<file path="config.mk">
export PLATFORM = sky130hd
export DESIGN_NAME = cmd_proc
export DESIGN_NICKNAME = d
export VERILOG_FILES = /design/src/rtl/cmd_proc.sv
export SDC_FILE = /design/constraint.sdc
export NUM_CORES = 1
export LEC_CHECK = 0
export BUFFER_PORTS_ARGS = -buffer_cell sky130_fd_sc_hd__buf_2
export CORE_UTILIZATION = 57
export CTS_CLUSTER_DIAMETER = 200
export CTS_CLUSTER_SIZE = 28
export DETAILED_ROUTE_END_ITERATION = 16
export PLACE_DENSITY = 0.87
export SYNTH_ARGS = -nofsm -noshare
export SYNTH_HDL_FRONTEND = slang
export SYNTH_SLANG_ARGS = --single-unit
export TNS_END_PERCENT = 100
</file>
<file path="constraint.sdc">
create_clock -name clk -period 2.5 [get_ports clk]
set_input_delay 0.25 -clock clk [delete_from_list [all_inputs] [get_ports clk]]
set_output_delay 0.25 -clock clk [all_outputs]
set_load 0.1 [all_outputs]
</file>
<file path="src/rtl/cmd_proc.sv">
// cmd_proc: command processor behind a UART wrapper.
// Takes 16-bit commands, runs NOP/CAL/MOVE/WRITE/READ, returns a one-byte response.
module cmd_proc (
  input  logic        clk,
  input  logic        rst_n,
  input  logic        cmd_rdy,
  input  logic [15:0] cmd,
  output logic        clr_cmd_rdy,
  output logic        send_resp,
  output logic [7:0]  resp,
  input  logic        resp_sent,
  output logic        strt_cal,
  input  logic        cal_done,
  input  logic        sq_done,
  output logic        moving,
  output logic [7:0]  heading,
  output logic        busy
);

  localparam logic [3:0] OP_NOP   = 4'h0;
  localparam logic [3:0] OP_CAL   = 4'h2;
  localparam logic [3:0] OP_MOVE  = 4'h4;
  localparam logic [3:0] OP_WRITE = 4'h8;
  localparam logic [3:0] OP_READ  = 4'h9;

  localparam logic [7:0] RESP_ACK = 8'hA5;
  localparam logic [7:0] RESP_NAK = 8'h5A;

  typedef enum logic [2:0] {
    IDLE,
    EXEC,
    CAL,
    MOVE,
    RESP,
    WAIT_SENT
  } state_t;

  state_t      state;
  logic [15:0] cmd_q;
  logic [3:0]  sq_cnt;
  logic [7:0]  regs [4];

  logic [3:0]  opcode;
  logic [1:0]  addr;

  assign opcode = cmd_q[15:12];
  assign addr   = cmd_q[9:8];

  // The acknowledge must reach the wrapper in the same cycle the command is taken.
  assign clr_cmd_rdy = (state == IDLE) && cmd_rdy;
  assign busy        = (state != IDLE);

  // Register file: only WRITE in EXEC modifies it.
  always_ff @(posedge clk or negedge rst_n) begin
    if (!rst_n) begin
      for (int i = 0; i < 4; i++) begin
        regs[i] <= 8'h00;
      end
    end else if ((state == EXEC) && (opcode == OP_WRITE)) begin
      regs[addr] <= cmd_q[7:0];
    end
  end

  // Main controller; pulses are set on the transition into their state.
  always_ff @(posedge clk or negedge rst_n) begin
    if (!rst_n) begin
      state     <= IDLE;
      cmd_q     <= 16'h0000;
      resp      <= 8'h00;
      heading   <= 8'h00;
      sq_cnt    <= 4'h0;
      send_resp <= 1'b0;
      strt_cal  <= 1'b0;
      moving    <= 1'b0;
    end else begin
      send_resp <= 1'b0;
      strt_cal  <= 1'b0;
      case (state)
        IDLE: begin
          if (cmd_rdy) begin
            cmd_q <= cmd;
            state <= EXEC;
          end
        end
        EXEC: begin
          case (opcode)
            OP_NOP, OP_WRITE: begin
              resp      <= RESP_ACK;
              send_resp <= 1'b1;
              state     <= RESP;
            end
            OP_READ: begin
              resp      <= regs[addr];
              send_resp <= 1'b1;
              state     <= RESP;
            end
            OP_CAL: begin
              strt_cal <= 1'b1;
              state    <= CAL;
            end
            OP_MOVE: begin
              heading <= cmd_q[11:4];
              sq_cnt  <= cmd_q[3:0];
              if (cmd_q[3:0] == 4'h0) begin
                resp      <= RESP_ACK;
                send_resp <= 1'b1;
                state     <= RESP;
              end else begin
                moving <= 1'b1;
                state  <= MOVE;
              end
            end
            default: begin
              resp      <= RESP_NAK;
              send_resp <= 1'b1;
              state     <= RESP;
            end
          endcase
        end
        CAL: begin
          if (cal_done) begin
            resp      <= RESP_ACK;
            send_resp <= 1'b1;
            state     <= RESP;
          end
        end
        MOVE: begin
          if (sq_done) begin
            sq_cnt <= sq_cnt - 4'h1;
            if (sq_cnt == 4'h1) begin
              moving    <= 1'b0;
              resp      <= RESP_ACK;
              send_resp <= 1'b1;
              state     <= RESP;
            end
          end
        end
        RESP: begin
          state <= WAIT_SENT;
        end
        WAIT_SENT: begin
          if (resp_sent) begin
            state <= IDLE;
          end
        end
        default: begin
          state <= IDLE;
        end
      endcase
    end
  end

endmodule

</file>
; Yosys cells after proc, flatten, opt, wreduce, memory -nomap -nowiden
; Cells that the tools add are included.
[totals]
inputBits = 22
elab_cells = 87
out_inout_bits = 21
register_bits = 74
[classes]
n_bitwise = 1
addsub = 1
n_reduce_logical = 16
muxes = 36
n_eq_ne = 19
magnitude_cmp = 2
[ops]
columns = op, n
row1 = 2-to-1 mux 8 bit, 7
row2 = bitwise mux 32 bit, 1
row3 = case mux 8 bit (4 select lines), 1
row4 = case mux 8 bit (3 select lines), 1
row5 = 2-to-1 mux 3 bit, 6
row6 = case mux 3 bit (6 select lines), 1
row7 = binary-select mux 8 bit (select 2 bit), 1
row8 = demux 8 bit (select 2 bit), 1
row9 = inequality test 2 bit (second input constant), 7
row10 = 2-to-1 mux 1 bit, 10
row11 = AND reduction 5 bit, 2
row12 = equality test 4 bit (second input constant), 2
row13 = zero test 4 bit, 2
row14 = 2-to-1 mux 4 bit, 2
row15 = case mux 4 bit (2 select lines), 1
row16 = equality test 3 x 2 -> 1 bit (second input constant), 2
row17 = equality test 3 bit (second input constant), 2
row18 = case mux 3 bit (2 select lines), 1
row19 = AND reduction 6 bit, 1
row20 = nonzero test 3 bit, 2
row21 = equality test 4 x 1 -> 1 bit (second input constant), 1
row22 = equality test 4 x 2 -> 1 bit (second input constant), 1
row23 = equality test 4 x 3 -> 1 bit (second input constant), 1
row24 = case mux 1 bit (2 select lines), 2
row25 = 14 further kinds, 17

; Logic depth before layout (Yosys ltp)
[depth]
word_depth = 6
depth_mapped = 7
mapped_depth_nobuf = 6

; Least setup slack after synthesis
; Ideal clock, no wire load.
[synth_timing]
path_type = flip-flop to flip-flop
startpoint = reg state[0]
endpoint = reg cmd_q[10]
arrival_time_ns = 1.893
path_buffers = 3
path_stages_with_launch = 7
path_slack_ns = 0.482
setup_ns = 0.125
period_less_slack_ns = 2.018
cell_sequence = dfrtp_1 buf_4 nor2_1 and3_1 buf_2 buf_2 mux2_2
[synth_between]
elab_chain_len = 2
[synth_lines]
columns = item, line
row1 = start: declaration, 38  ; state_t state;
row2 = start signal: assignment, 67  ; state <= IDLE;
row3 = start signal: assignment, 82  ; state <= EXEC;
row4 = start signal: assignment, 90  ; state <= RESP;
row5 = zero test 3 bit, 78  ; case (state)
row6 = AND reduction 2 bit (no line), --
row7 = end signal: assignment, 81  ; cmd_q <= cmd;
row8 = end: declaration, 39  ; logic [15:0] cmd_q;
; Every way passes these cells.
; A chain may end at the register's enable or synchronous reset.

; Worst setup path in the final report
[layout_timing]
startpoint = reg state[1]
endpoint = reg regs[26] (netlist bit)
[layout_between]
elab_chain_len = 2
[layout_lines]
columns = item, line
row1 = equality test 3 x 1 -> 1 bit, 59  ; end else if ((state == EXEC) && (opcode == OP_WRITE)) begin
row2 = logical AND 1 bit, 59
row3 = end signal: indexed assignment, 60  ; regs[addr] <= cmd_q[7:0];
row4 = end: declaration, 41  ; logic [7:0] regs [4];
; Every way passes these cells.

==> impl_metrics.toml <==
[floorplan]
fp.dieW_um = 78.7
rows = 27
start_util_pct = 60.2
ios = 43
die-height_um = 78.7
die-area_sq_um = 6190
coreArea_sq_um = 5570

[grt]
overflow = 0
antenna_found_initial = 0
grt_pass1_wl_mm = 10.7
grt_max_degree = 75
grt_pass1_vias = 2110
grtUsageTotal_pct = 23.4

[route]
dr.pass1.iters = 5
routed.top_layer = "met4"
via_per_inst = 5.72
routed_wl_mm = 6.29
post_drt_wl_per_cell_um = 17.2
vias = 2093
route.detailed.drc = 0
drtIter0Drc = 126
wl_met2_mm = 3.02
route.met3.wl_um = 364
ant_nets = 0
met1_length_mm = 2.80

[cts]
postCtsHoldBufs = 0
cts.sinks = 74
cts_buffers = 9
cts_max_level = 3
tritoncts = "built"
cts_root_buffer = "clkbuf_8"
insertion_delay_ps = 350
cts.repair.resized = 0
cts_buffer_depth = 2
post_cts_buffers = 0
cts.clk_slew.worst_paths_ps = 80

[yosys]
synthArstFlopShare_pct = 100
syn-instance-count = 242
synth_top_area_share_pct = 55.2
yosysWarnings = 0
synth_ff_type = "dfrtp_1"
synthTopCellsByArea = "dfrtp_1, mux2_2, mux4_2, mux2i_1, o21ai_0"
synth.distinct_cells = 44
yosys.area.top_type = "dfrtp_1"
synthesis.area_sq_um = 3350
synth_most_common_cell = "dfrtp_1"
syn-num-nets = 266
ys_ff_latch = 74
seq_area_frac_synth_pct = 55.2
yosys-top-cells-count = "dfrtp_1, mux2_2, inv_1, nand2_1"
synth-edff-count = 0
synth.avg_cell_area_sq_um = 13.9

[min_path]
hold_class = "in2async"

[sta]
rsz0062_at_grt = "false"
fin_crit_ps = 2070
maxSlewHeadroom_pct = 38.3
setup_viol = 0
max_freq_mhz = 482
worstMarginPinSlew_ps = 925
maxSlewViolCount = 0
period_share_pct = 83.0
fin_worst_skew_ps = 5.24
hold_viol_final = 0
setup_tns_ps = 0

[critical_path]
worstPathRequired_ps = 2740
start_kind = "flip-flop"
critPathKind = "reg2reg"
crit_family = "simple AND/OR/NAND/NOR gates"
cpMaxStageDelayCell = "dfrtp_1"
crit_path_max_incr_delay_ps = 490
critPathMostFrequentCell = "nor3b_4"
crit_chain = "nor3b_4 -> and3_1 -> nor3b_4 -> mux2_2"
cp_max_fo = 9
cp-end-kind = "flip-flop"
crit_arrival_ps = 2310
path_buf_inv = 0

[layout]
fin_nets = 313
drive_gt1_share_pct = 46.9
diodes = 0
area_growth_pct = 14.5
fin_util_pct = 68.9

[status]
status = "finished, final reports clean"

[job]
maxCapViolations = 0

[placed_design]
gp_congestion = 0.848
dpl.hpwl_mm = 4.29
port_buffers = 42
==> layer usage <==
layer	global-route usage, %	vias up
met5	0	-
met3	7.36	14
met2	36.7	66
met1	31.1	1045
li1	-	968
met4	7.59	0
==> logic make-up (layout without fill, tap and decap cells) <==
logic type,Yosys count,count (layout),synth area share [%]
flops,74,74,55.2
mux,72,72,26.7
simple gates,45,45,8.36
compound gates,26,26,5.60
buf+inv,23,75,3.40
fa+ha+maj,2,2,0.746
==> cells in the final DEF, fill, tap and decap left out, types with 2 or more instances in the layout <==
master	instances
a21oi_1	2
and3_1	2
buf_2	42
buf_4	5
bufinv_16	2
clkbuf_8	9
dfrtp_1	74
ha_1	2
inv_1	12
mux2_2	59
mux2i_1	5
mux4_2	8
nand2_1	10
nand2b_1	4
nand3b_1	2
nand3b_2	2
nor2_1	9
nor3_1	2
nor3b_4	2
o211ai_1	2
o21ai_0	9
o221a_2	2
or2b_1	2
==> area by class of cell <==
cell class	instances	area [sq um]
Multi-Input combinational cell	145	1390
Fill cell	403	1730
Sequential cell	74	1850
Clock inverter	6	90.1
Clock buffer	10	128
Timing Repair Buffer	47	248
Tap cell	72	90.1
Inverter	12	45.0
==> worst paths after layout <==
| check | slack, ps | start | to | cells past startpoint |
|---|---|---|---|---|
| worst max register to register | 430 | state[1]$_DFFE_PN0P_ | regs[26]$_DFFE_PN0P_ | 4 |
| max in group asynchronous | 1790 | rst_n | heading[4]$_DFFE_PN0P_ | 2 |
| worst min register to register | 480 | moving$_DFFE_PN0P_ | moving$_DFFE_PN0P_ | 1 |
| worst max-delay path | 430 | state[1]$_DFFE_PN0P_ | regs[26]$_DFFE_PN0P_ | 4 |
| min in group clk | 120 | cmd[10] | cmd_q[10]$_DFFE_PN0P_ | 2 |
| worst min-delay path | 80 | rst_n | heading[7]$_DFFE_PN0P_ | 2 |
==> registers in the layout, indices dropped and copies added (netlist names) <==
signal	cells
send_resp	1
cmd_q	16
strt_cal	1
resp	8
heading	8
regs	32
state	3
moving	1
sq_cnt	4
==> metrics by stage <==
stage	instances	worst slack [ps]	hold WS (ps)	area (sq um)
final	366	426	83.0	3840
after global routing	366	301	108	3840
after CTS	366	407	109	3840
after detailed placement	350	433	466	3620
after global placement	350	488	454	3620
after floorplan	242	482	-45.6	3350
==> worst register-to-register path: cells and delay by family (launching register included) <==
kind / cells / cell delay (ps)
and+or+nand+nor: 3 / 1080
DFF: 1 / 490
muxes: 1 / 390
Power is left out: the tool's default activity adds up to more than one toggle a clock period on the data nets, which glitch-free logic cannot reach.
